[src/rtl/data_src_pkg.sv]
// Shared types and default parameters for the data_src_sel write-data source multiplexer.
package data_src_pkg;

  localparam int unsigned DEF_N_IN    = 16;
  localparam int unsigned DEF_WIDTH   = 32;
  localparam int unsigned DEF_OVR_IDX = 8;
  localparam int unsigned DEF_OVR_VAL = 227;

  typedef enum logic {
    IDLE,
    SCAN
  } scan_state_t;

  typedef struct packed {
    logic                 en;
    logic [DEF_WIDTH-1:0] val;
  } ovr_entry_t;

endpackage

[src/rtl/data_src_ovr_table.sv]
// Override register file: one {en, val} entry per channel, single write port,
// combinational read by index, reset preloads one entry.
module data_src_ovr_table
  import data_src_pkg::*;
#(
  parameter int unsigned N_IN        = DEF_N_IN,
  parameter int unsigned WIDTH       = DEF_WIDTH,
  parameter int unsigned RST_OVR_IDX = DEF_OVR_IDX,
  parameter int unsigned RST_OVR_VAL = DEF_OVR_VAL,
  localparam int unsigned SW         = $clog2(N_IN)
) (
  input  logic             clk,
  input  logic             reset,
  input  logic             we,
  input  logic [SW-1:0]    wr_idx,
  input  logic             wr_en,
  input  logic [WIDTH-1:0] wr_val,
  input  logic [SW-1:0]    rd_idx,
  output logic             rd_en,
  output logic [WIDTH-1:0] rd_val
);

  logic [N_IN-1:0]  en;
  logic [WIDTH-1:0] val [N_IN];

  always_ff @(posedge clk) begin
    if (!reset) begin
      for (int unsigned i = 0; i < N_IN; i++) begin
        en[i]  <= (i == RST_OVR_IDX);
        val[i] <= (i == RST_OVR_IDX) ? WIDTH'(RST_OVR_VAL) : '0;
      end
    end else if (we) begin
      en[wr_idx]  <= wr_en;
      val[wr_idx] <= wr_val;
    end
  end

  // Read sees the registered contents, so a same-cycle write is not yet visible.
  assign rd_en  = en[rd_idx];
  assign rd_val = val[rd_idx];

endmodule

[src/rtl/data_src_sel.sv]
// Registered write-data source mux with override table and valid/ready output stage.
// Define DATA_SRC_SEL_SCAN_EN to build the debug scan engine that walks every channel.
module data_src_sel
  import data_src_pkg::*;
#(
  parameter int unsigned N_IN        = DEF_N_IN,
  parameter int unsigned WIDTH       = DEF_WIDTH,
  parameter int unsigned RST_OVR_IDX = DEF_OVR_IDX,
  parameter int unsigned RST_OVR_VAL = DEF_OVR_VAL,
  localparam int unsigned SW         = $clog2(N_IN)
) (
  input  logic                  clk,
  input  logic                  reset,
  input  logic [N_IN*WIDTH-1:0] in_data,
  input  logic [SW-1:0]         in_sel,
  input  logic                  in_valid,
  output logic                  in_ready,
  output logic [WIDTH-1:0]      out_data,
  output logic [SW-1:0]         out_sel,
  output logic                  out_ovr,
  output logic                  out_last,
  output logic                  out_valid,
  input  logic                  out_ready,
  input  logic                  cfg_we,
  input  logic [SW-1:0]         cfg_idx,
  input  logic                  cfg_en,
  input  logic [WIDTH-1:0]      cfg_val,
  input  logic                  scan_start,
  output logic                  scan_busy
);

  logic             stage_free;
  logic             host_load;
  logic             scan_load;
  logic             load;
  logic             load_last;
  logic [SW-1:0]    load_sel;
  logic             ovr_hit;
  logic [WIDTH-1:0] ovr_val;
  logic [WIDTH-1:0] load_data;

  assign stage_free = !out_valid || out_ready;
  assign in_ready   = !scan_busy && stage_free;
  assign host_load  = in_valid && in_ready;
  assign load       = host_load || scan_load;

  data_src_ovr_table #(
    .N_IN        (N_IN),
    .WIDTH       (WIDTH),
    .RST_OVR_IDX (RST_OVR_IDX),
    .RST_OVR_VAL (RST_OVR_VAL)
  ) u_table (
    .clk    (clk),
    .reset  (reset),
    .we     (cfg_we),
    .wr_idx (cfg_idx),
    .wr_en  (cfg_en),
    .wr_val (cfg_val),
    .rd_idx (load_sel),
    .rd_en  (ovr_hit),
    .rd_val (ovr_val)
  );

  assign load_data = ovr_hit ? ovr_val : in_data[load_sel*WIDTH +: WIDTH];

`ifdef DATA_SRC_SEL_SCAN_EN
  scan_state_t   state;
  scan_state_t   state_nxt;
  logic [SW-1:0] cnt;

  always_ff @(posedge clk) begin
    if (!reset) begin
      state <= IDLE;
      cnt   <= '0;
    end else begin
      state <= state_nxt;
      if (state == IDLE && scan_start) begin
        cnt <= '0;
      end else if (scan_load) begin
        cnt <= cnt + 1'b1;
      end
    end
  end

  always_comb begin
    state_nxt = state;
    case (state)
      IDLE:    if (scan_start) state_nxt = SCAN;
      SCAN:    if (scan_load && cnt == SW'(N_IN - 1)) state_nxt = IDLE;
      default: state_nxt = IDLE;
    endcase
  end

  always_comb begin
    scan_busy = (state == SCAN);
    scan_load = scan_busy && stage_free;
    load_last = scan_load && (cnt == SW'(N_IN - 1));
    load_sel  = scan_busy ? cnt : in_sel;
  end
`else
  logic unused_scan_start;

  assign unused_scan_start = scan_start;
  assign scan_busy         = 1'b0;
  assign scan_load         = 1'b0;
  assign load_last         = 1'b0;
  assign load_sel          = in_sel;
`endif

  always_ff @(posedge clk) begin
    if (!reset) begin
      out_valid <= 1'b0;
      out_data  <= '0;
      out_sel   <= '0;
      out_ovr   <= 1'b0;
      out_last  <= 1'b0;
    end else if (load) begin
      out_valid <= 1'b1;
      out_data  <= load_data;
      out_sel   <= load_sel;
      out_ovr   <= ovr_hit;
      out_last  <= load_last;
    end else if (out_ready) begin
      out_valid <= 1'b0;
    end
  end

endmodule

[config.mk]
export PLATFORM = sky130hd
export DESIGN_NAME = data_src_sel
export DESIGN_NICKNAME = d
export VERILOG_FILES = /design/src/rtl/data_src_pkg.sv /design/src/rtl/data_src_ovr_table.sv /design/src/rtl/data_src_sel.sv
export SDC_FILE = /design/constraint.sdc
export NUM_CORES = 1
export LEC_CHECK = 0
export BUFFER_PORTS_ARGS = -buffer_cell sky130_fd_sc_hd__buf_2
export CORE_MARGIN = 2
export CORE_UTILIZATION = 30
export DETAILED_ROUTE_END_ITERATION = 8
export GPL_TIMING_DRIVEN = 1
export SLEW_MARGIN = 30
export SYNTH_ARGS = -nofsm -noshare
export SYNTH_HDL_FRONTEND = slang
export SYNTH_SLANG_ARGS = --single-unit
[constraint.sdc]
create_clock -name clk -period 3.4 [get_ports clk]
set_input_delay 0.34 -clock clk [delete_from_list [all_inputs] [get_ports clk]]
set_output_delay 0.34 -clock clk [all_outputs]
set_load 0.005 [all_outputs]
==> metrics.md, run 1 <==
| Metric | Value |
|---|---|
| Status | finished, final reports clean |
| Skew final | 28.11 ps |
| Total track usage | 0.2310 |
| Syn_area_per_cell | 14.96 µm² |
| Largest family of logic cells by synthesized area | multiplexers |
| First-pass GRT wire length | 160200 µm |
| Synth Area in XOR/XNOR | 0 |
| Slowest CP cell | mux4_2 |
| Netlist cell types | 30 |
| CTS tree | done |
| Worst Setup Start Kind | input port |
| CTS Hold Bufs | 1 |
| Cell Rows | 114 |
| GR peak layer | met2 |
| Drt pass-1 iters | 5 |
| Min Tclk post-route | 2006 ps |
| Least-Margin Pin Slew | 846.5 ps |
| # setup viols final | 0 |
| Min-delay worst type | input port to flop |
| Drt drc | 0 |
| Post-synth top area share | 0.5272 |
| IO Pins | 600 |
| H-tree levels | 2 |
| Non-filler cells, final | 3851 |
| Most frequent cells in the layout | buf_2 (592), edfxtp_1 (512), and2_1 (507) |
| Biggest cell delay along the critical path | 530 ps |
| RSZ-0062 raised after global routing | no |
| Core area | 0.09657 mm² |
| Crit end category | flop |
| WHS | 71.16 ps |
| Post-Route Setup TNS | 0 ps |
| Hold path depth | 3 |
| Number of warnings issued by yosys | 0 |
| Mapped Cells | 1950 |
| Worst-Skew Late Latency | 630 ps |
| Placed cells | 3726 |
| Final GP Congestion | 0.9859 |
| CTS max path bufs | 3 |
| Cell Chain, Critical Path | buf_8 -> buf_12 -> mux4_2 -> a22oi_1 -> a21o_1 -> a31oi_1 |
| Met1 Track Usage GR | 0.2757 |
| Hold Fails Final Rpt | 0 |
| Simple-Gate Fraction of Synth Area | 0.1265 |
| Cell taking the most area after synthesis | edfxtp_1 |
| Worst-path clk slew | 60 ps |
| Initial Utilization | 0.3020 |
| Post-CTS resize count | 0 |
| GR Util met2 | 0.3965 |
| Reg2Reg Depth | 6 |
| Fmax | 498.5 MHz |
| Largest net degree at the start of global routing | 67 |
| Initial antenna violation count | 60 |
| WL/cell | 30.81 µm |
| WL final | 118600 µm |
| Number of buffers added on ports | 596 |
| Peak VDD IR | 0.3678 mV |
| Post-route ant nets | 0 |
| Max-cap violation count | 0 |
| Global route overflow | 0 |
| Setup bufs post-CTS | 0 |
| Root Buffer | clkbuf_16 |
| Fin nets | 3067 |
| Vias per Instance | 5.287 |
| Layout cells sized above 1 | 0.4297 |
| Top cells by area, synth | edfxtp_1 (53%), mux4_2 (20%), and2_1 (11%) |
| Final core utilization | 0.3718 |
| Pleak | 13.39 nW |
| Critical path arrival | 2490 ps |
| Worst-path fanout max | 32 |
| Post-synthesis cell area | 0.02916 mm² |
| DP HPWL | 86410 µm |
| Pwr dens | 459.5 mW/mm² |
| Synth Register Bits | 566 |
| Final Cycle Share | 0.5900 |
| CTS sink cnt | 566 |
| Num CTS Buffers | 55 |
| Compound-Gate Fraction of Synth Area | 0.05217 |
| Layout area overhead | 23.11% |
| Vias in the first global route | 19.94k |
| Initial drt markers | 1968 |
| Die height | 315.8 µm |
| Required @ worst endpoint | 3880 ps |
| Fin. max-slew vios | 0 |
| DR vias | 20.36k |
| Crit Path Category | input port to flop |
| GRT met3 Usage | 0.05575 |
| Sequential area share after synthesis | 0.5643 |
| Headroom to the max-slew limit | 0.4335 |
| Synth Area in Adders | 0 |
| Leading cell type in the layout, fill and taps excluded | buf_2 |
| Mux cell area share after synthesis | 0.2255 |
| Chip width | 315.8 µm |
| Die ar. | 0.09972 mm² |
sequential cells by signal, indices dropped and copies added, names as in the netlist:
signal       flops
out_data        32
out_ovr          1
out_sel          4
out_valid        1
u_table.en      16
u_table.val    512
cell type report:
cell class,count,area (µm²)
flip-flops and latches,566,16460
multi-input cells,1179,11990
diodes,27,67.56
clock buffers,81,1565
well taps,1276,1597
inverters,8,30.03
clock inverters,16,190.2
fillers,9177,60660
repair buffers,698,4005
power by group:
part | switching [mW] | internal, mW
Combinational | 1.24 | 1.05
Sequential | 0.140 | 7.99
Clock | 2.66 | 3.41
Total | 4.04 | 12.5
worst paths after layout:
kind	from	to	slack (ps)
max	in_sel[0]	out_data[11]$_SDFFE_PN0P_	1390
min	out_ready	out_valid$_SDFFE_PN0P_	70
max reg2reg	u_table.en[15]$_SDFFE_PN0P_	out_data[11]$_SDFFE_PN0P_	1440
min reg2reg	u_table.en[13]$_SDFFE_PN0P_	u_table.en[13]$_SDFFE_PN0P_	470
synth_stat cells, drive strengths merged:
cell type	n
a22oi	64
nand2	62
or2	1
nand2b	4
edfxtp	512
nor2b	7
o211ai	32
a31oi	32
o32a	1
nor2	22
conb	1
a21boi	10
nand4	2
inv	8
a21o	32
nand3	3
dfxtp	54
nand3b	3
or3	9
mux2	32
and2	509
o21ai	55
clkbuf	138
mux2i	36
mux4	260
buf	60
nand4b	1
worst max-delay path, delay by kind of cell:
kind	cells	cell delay [ps]
buffers and inverters	2	610
muxes	1	530
AOI/OAI and AO/OA	3	920
stage by stage:
step                      power (mW)  area [µm²]  worst slack, ps
after global placement         10.53       34070            752.2
final                          16.50       35900             1394
after detailed placement       10.56       34070            771.2
after global routing           16.96       35880             1296
after CTS                      16.58       35840             1432
after floorplan                9.424       29170           -244.6
cells by family (layout without fill, tap and decap cells):
group,count (synthesis),in the layout
flip-flops,566,566
AND/OR/NAND/NOR,623,623
buffers and inverters,206,803
other,1,29
AO/OA/AOI/OAI,226,226
multiplexers,328,328
metal layers:
layer	vias to the layer above	wire length [µm]
met3	225	9650
li1	8601	-
met2	1005	59720
met4	40	5168
met5	-	248
met1	10491	43860
No activity file was read; power rests on OpenSTA's default activity.
==> inputs of run 2 (changes only) <==
==> constraint.sdc (replaced) <==
create_clock -name clk -period 2 [get_ports clk]
set_input_delay 0.2 -clock clk [delete_from_list [all_inputs] [get_ports clk]]
set_output_delay 0.2 -clock clk [all_outputs]
set_load 0.005 [all_outputs]
==> metrics.md, run 2 (synthesized netlist as in run 1, its figures left out) <==
| Metric | Value |
|---|---|
| Reg2Reg Depth | 6 |
| CTS sink cnt | 566 |
| Drt drc | 0 |
| Die ar. | 0.09972 mm² |
| Initial antenna violation count | 77 |
| Leading cell type in the layout, fill and taps excluded | buf_2 |
| Worst Setup Start Kind | flop |
| Min Tclk post-route | 1963 ps |
| Largest net degree at the start of global routing | 41 |
| Root Buffer | clkbuf_16 |
| Hold Path End | u_table.en[13]$_SDFFE_PN0P_ |
| Hold_sp | cfg_en |
| Cell Rows | 114 |
| Least-Margin Pin Slew | 923.0 ps |
| Vias per Instance | 5.280 |
| Reg-to-reg slack, setup | 40 ps |
| Fin nets | 3163 |
| First-pass GRT wire length | 167800 µm |
| CP top delay family | compound AO/OA/AOI/OAI gates |
| Status | finished, final reports clean |
| IO Pins | 600 |
| Worst slack at placement | -518.9 ps |
| Headroom to the max-slew limit | 0.3840 |
| Pleak | 14.10 nW |
| Initial Utilization | 0.3020 |
| Worst-path clk slew | 60 ps |
| # fillers | 9039 |
| Cell Chain, Critical Path | mux4_2 -> nand3_1 -> nand4_1 -> buf_6 -> a21o_1 -> a31oi_1 |
| Initial drt markers | 2232 |
| Layout area overhead | 28.16% |
| Skew final | 35.41 ps |
| Min-delay worst type | input port to flop |
| Fin. max-slew vios | 0 |
| Die height | 315.8 µm |
| CTS tree | done |
| Most frequent cells in the layout | buf_2 (593), edfxtp_1 (512), and2_1 (507) |
| CTS max path bufs | 3 |
| # setup viols final | 0 |
| Peak VDD IR | 0.7367 mV |
| Number of buffers added on ports | 596 |
| Slowest CP cell | mux4_2 |
| Max-cap violation count | 0 |
| Biggest cell delay along the critical path | 470 ps |
| Required @ worst endpoint | 2540 ps |
| Pwr dens | 776.2 mW/mm² |
| WP buf/inv | 1 |
| Fmax | 509.6 MHz |
| Largest registers | u_table.val: 512 flops, out_data: 32 flops, u_table.en: 16 flops |
| Global route overflow | 0 |
| Hold path depth | 3 |
| Num CTS Buffers | 58 |
| WL/cell | 31.60 µm |
| WL final | 125100 µm |
| Crit Path Category | flop to flop |
| H-tree levels | 2 |
| DP HPWL | 94500 µm |
| Critical path arrival | 2500 ps |
| Chip width | 315.8 µm |
| R2r startpoint | u_table.en[15]$_SDFFE_PN0P_ |
| Crit end category | flop |
| Total track usage | 0.2442 |
| Setup ws final | 37.49 ps |
| Layout cells sized above 1 | 0.4515 |
| Final Cycle Share | 0.9813 |
| Final GP Congestion | 0.9466 |
| RSZ-0062 raised after global routing | yes |
| Max reg flops | 512 |
| Multi-input logic area | 0.01201 mm² |
| Crit Reg-Reg Endpoint | out_data[16]$_SDFFE_PN0P_ |
| Vias in the first global route | 20.76k |
| Worst-Skew Late Latency | 630 ps |
| Core area | 0.09657 mm² |
| Hold Fails Final Rpt | 0 |
| Final core utilization | 0.3870 |
| Drt pass-1 iters | 5 |
| Post-route ant nets | 0 |
| Storage element area | 0.01646 mm² |
| Worst-path fanout max | 40 |
| Top reg by flops | u_table.val |
| DR vias | 20.90k |
## run 2: power breakdown
group	internal [mW]	switching (mW)	total (mW)	leakage, nW
registers	13.6	0.269	13.9	5.35
logic	2.03	2.17	4.20	7.84
clock network	6.36	4.59	11.0	0.913
total	22.0	7.04	29.0	14.1
## run 2: final cells by class
type,count,area share
sequential,566,0.4403
multi-input combinational,1179,0.3212
timing repair buffer,791,0.1423
tap,1276,0.04272
clock buffer,75,0.04054
clock inverter,28,0.009775
antenna,35,0.002343
inverter,8,0.0008035
## run 2: timing repair
action,CTS,global route
endpoints found under the setup margin,0,11
resized for setup,0,2
hold buffers,2,0
hold endpoints to repair,4,0
setup buffers,0,0
## run 2: stage by stage
step           power (mW)  instance area (µm²)  TNS, ps  hold WS [ps]  instances
2_1_floorplan       16.02                29230   -55540         338.9       1951
3_3_place_gp        18.24                35350    -6590         449.1       3817
3_5_place_dp        18.26                35350    -6984         456.3       3817
4_1_cts             29.13                37250        0         5.196       3922
5_1_grt             29.85                37350   -14.90         32.96       3947
6_report            29.01                37370        0         28.23       3958
## run 2: worst min-delay path: cells and delay by family
kind	cells	cell delay, ps
buffers and inverters	1	220
AND/OR/NAND/NOR	1	90
AO/OA/AOI/OAI	1	60
## run 2: worst max-delay path by stage
stage	startpoint	to	slack, ps	cells past startpoint
2_1_floorplan	cfg_idx[3]	u_table.val[0][0]$_SDFFCE_PN0P_	-610	3
3_3_place_gp	in_sel[0]	out_data[11]$_SDFFE_PN0P_	-540	7
3_5_place_dp	in_sel[0]	out_data[11]$_SDFFE_PN0P_	-520	7
4_1_cts	u_table.en[14]$_SDFFE_PN0P_	out_data[24]$_SDFFE_PN0P_	0.9	6
5_1_grt	u_table.en[6]$_SDFFE_PN0P_	out_data[6]$_SDFFE_PN0P_	-10	7
6_report	u_table.en[15]$_SDFFE_PN0P_	out_data[16]$_SDFFE_PN0P_	40	6
## run 2: per-layer routing
| metal | vias up | track usage | wire, µm |
|---|---|---|---|
| li1 | 8820 | - | - |
| met1 | 10684 | 0.2956 | 46540 |
| met2 | 1085 | 0.4013 | 60740 |
| met3 | 257 | 0.05470 | 10090 |
| met4 | 54 | 0.1417 | 7316 |
| met5 | - | 0 | 376 |
==> inputs of run 3 (changes only) <==
==> constraint.sdc (replaced) <==
create_clock -name clk -period 2.2 [get_ports clk]
set_input_delay 0.22 -clock clk [delete_from_list [all_inputs] [get_ports clk]]
set_output_delay 0.22 -clock clk [all_outputs]
set_load 0.005 [all_outputs]
==> metrics.md, run 3 (synthesized netlist as in run 1, its figures left out) <==
| Metric | Value |
|---|---|
| Worst Setup Start Kind | flop |
| Reg-to-reg slack, setup | 150 ps |
| Post-route ant nets | 0 |
| DP HPWL | 90870 µm |
| CTS max path bufs | 3 |
| Crit Path Category | flop to flop |
| Top reg by flops | u_table.val |
| Global route overflow | 0 |
| Setup ws final | 152.9 ps |
| Critical Path End | out_data[19]$_SDFFE_PN0P_ |
| Fin. max-slew vios | 0 |
| Hold Fails Final Rpt | 0 |
| Cell Chain, Critical Path | mux4_2 -> nand3_1 -> nand4_1 -> buf_6 -> buf_4 -> o211ai_1 -> a31oi_1 |
| Peak VDD IR | 0.6127 mV |
| Layout area overhead | 26.82% |
| Drt pass-1 iters | 5 |
| Largest registers | u_table.val: 512 flops, out_data: 32 flops, u_table.en: 16 flops |
| Worst-path clk slew | 70 ps |
| Most frequent cells in the layout | buf_2 (593), edfxtp_1 (512), and2_1 (507) |
| Pwr dens | 729.6 mW/mm² |
| Vias in the first global route | 20.73k |
| # fillers | 9128 |
| CTS tree | done |
| Root Buffer | clkbuf_16 |
| DR vias | 20.58k |
| Multi-input logic area | 0.01200 mm² |
| First-pass GRT wire length | 164000 µm |
| Status | finished, final reports clean |
| Final GP Congestion | 0.9451 |
| Slowest CP cell | mux4_2 |
| WL final | 121600 µm |
| H-tree levels | 2 |
| Die height | 315.8 µm |
| Critical Path Source | u_table.en[15]$_SDFFE_PN0P_ |
| Critical path arrival | 2540 ps |
| Die ar. | 0.09972 mm² |
| Crit Reg-Reg Endpoint | out_data[19]$_SDFFE_PN0P_ |
| Storage element area | 0.01646 mm² |
| Core area | 0.09657 mm² |
| Least-Margin Pin Slew | 943.9 ps |
| Initial drt markers | 2104 |
| Chip width | 315.8 µm |
| Vias per Instance | 5.239 |
| Worst-Skew Late Latency | 630 ps |
| # setup viols final | 0 |
| Post-Route Setup TNS | 0 ps |
| CP Depth | 7 |
| Crit end category | flop |
| R2r startpoint | u_table.en[15]$_SDFFE_PN0P_ |
| Min Tclk post-route | 2047 ps |
| Drt drc | 0 |
| Max reg flops | 512 |
| WP buf/inv | 2 |
| Cell Rows | 114 |
| Pleak | 13.94 nW |
| Biggest cell delay along the critical path | 470 ps |
| Final Cycle Share | 0.9305 |
| CP top delay family | compound AO/OA/AOI/OAI gates |
| WL/cell | 30.96 µm |
| Worst-path fanout max | 13 |
| Required @ worst endpoint | 2690 ps |
| Fin nets | 3131 |
| Layout cells sized above 1 | 0.4483 |
| Initial Utilization | 0.3020 |
| Max-cap violation count | 0 |
| Worst slack at placement | -257.5 ps |
| Headroom to the max-slew limit | 0.3700 |
| Leading cell type in the layout, fill and taps excluded | buf_2 |
| Number of buffers added on ports | 596 |
| Total track usage | 0.2373 |
| Largest net degree at the start of global routing | 70 |
| Fmax | 488.5 MHz |
| Total chip power | 26.99 mW |
| RSZ-0062 raised after global routing | no |
| IO Pins | 600 |
| Skew final | 30.06 ps |
| CTS sink cnt | 566 |
| Num CTS Buffers | 58 |
| Reg2Reg Depth | 7 |
| Initial antenna violation count | 62 |
| Min-delay worst type | input port to flop |
-- run 3: cell types whose count changed in the layout (fill, tap and decap cells not counted), sizes merged --
| cell | delta |
|---|---|
| buf | -33 |
| diode | -5 |
| bufinv | +3 |
| clkinvlp | +3 |
| clkinv | +2 |
| clkbuf | -1 |
| dlygate4sd3 | +1 |
| inv | -1 |
-- run 3: area by class of cell --
| cell class | count | share of cell area |
|---|---|---|
| Clock buffer | 74 | 0.04307 |
| Clock inverter | 35 | 0.01302 |
| Timing Repair Buffer | 759 | 0.1285 |
| Tap cell | 1276 | 0.04317 |
| Antenna cell | 30 | 0.002030 |
| Multi-Input combinational cell | 1179 | 0.3245 |
| Inverter | 8 | 0.0008119 |
| Sequential cell | 566 | 0.4449 |
-- run 3: worst register-to-register path, stage by stage, from the launching register on --
cell and delay [ps]:
dfxtp_1 310, mux4_2 470, nand3_1 110, nand4_1 140, buf_6 210, buf_4 190, o211ai_1 310, a31oi_1 170
-- run 3: worst min-delay path by stage --
stage	start	to	slack, ps	cells past startpoint
6_report	cfg_val[29]	u_table.val[5][29]$_SDFFCE_PN0P_	60	2
5_1_grt	cfg_val[3]	u_table.val[6][3]$_SDFFCE_PN0P_	60	2
4_1_cts	cfg_val[29]	u_table.val[4][29]$_SDFFCE_PN0P_	40	2
3_5_place_dp	out_sel[1]$_SDFFE_PN0P_	out_sel[1]$_SDFFE_PN0P_	450	2
3_3_place_gp	out_sel[1]$_SDFFE_PN0P_	out_sel[1]$_SDFFE_PN0P_	450	2
2_1_floorplan	in_valid	out_valid$_SDFFE_PN0P_	360	2
-- run 3: routing by layer --
layer / global-route usage / share of wire / vias up
li1: - / - / 8749
met1: 0.2762 / 0.37 / 10584
met2: 0.4012 / 0.50 / 960
met3: 0.06034 / 0.075 / 240
met4: 0.1299 / 0.054 / 42
met5: 0 / 0.0022 / -
-- run 3: repair_timing --
item / in CTS / in global routing
hold buffers: 3 / 0
hold endpoints to repair: 4 / 0
buffers inserted: 0 / 1
resized for setup: 0 / 1
endpoints found under the setup margin: 0 / 1
-- run 3: metrics by stage --
stage          hold WS [ps]    util  instances  cell area, µm²
2_1_floorplan         358.9       -       1951           29200
3_3_place_gp          453.0  0.3600       3783           34760
3_5_place_dp          453.1  0.3603       3784           34790
4_1_cts               36.05  0.3821       3896           36900
5_1_grt               62.28  0.3828       3919           36960
6_report              55.74  0.3830       3927           36980
-- run 3: report_power, final --
group,internal [mW],total [mW],switching [mW]
Sequential,12.3,12.6,0.262
Combinational,1.76,3.67,1.92
Clock,6.41,10.7,4.29
Total,20.5,27.0,6.47
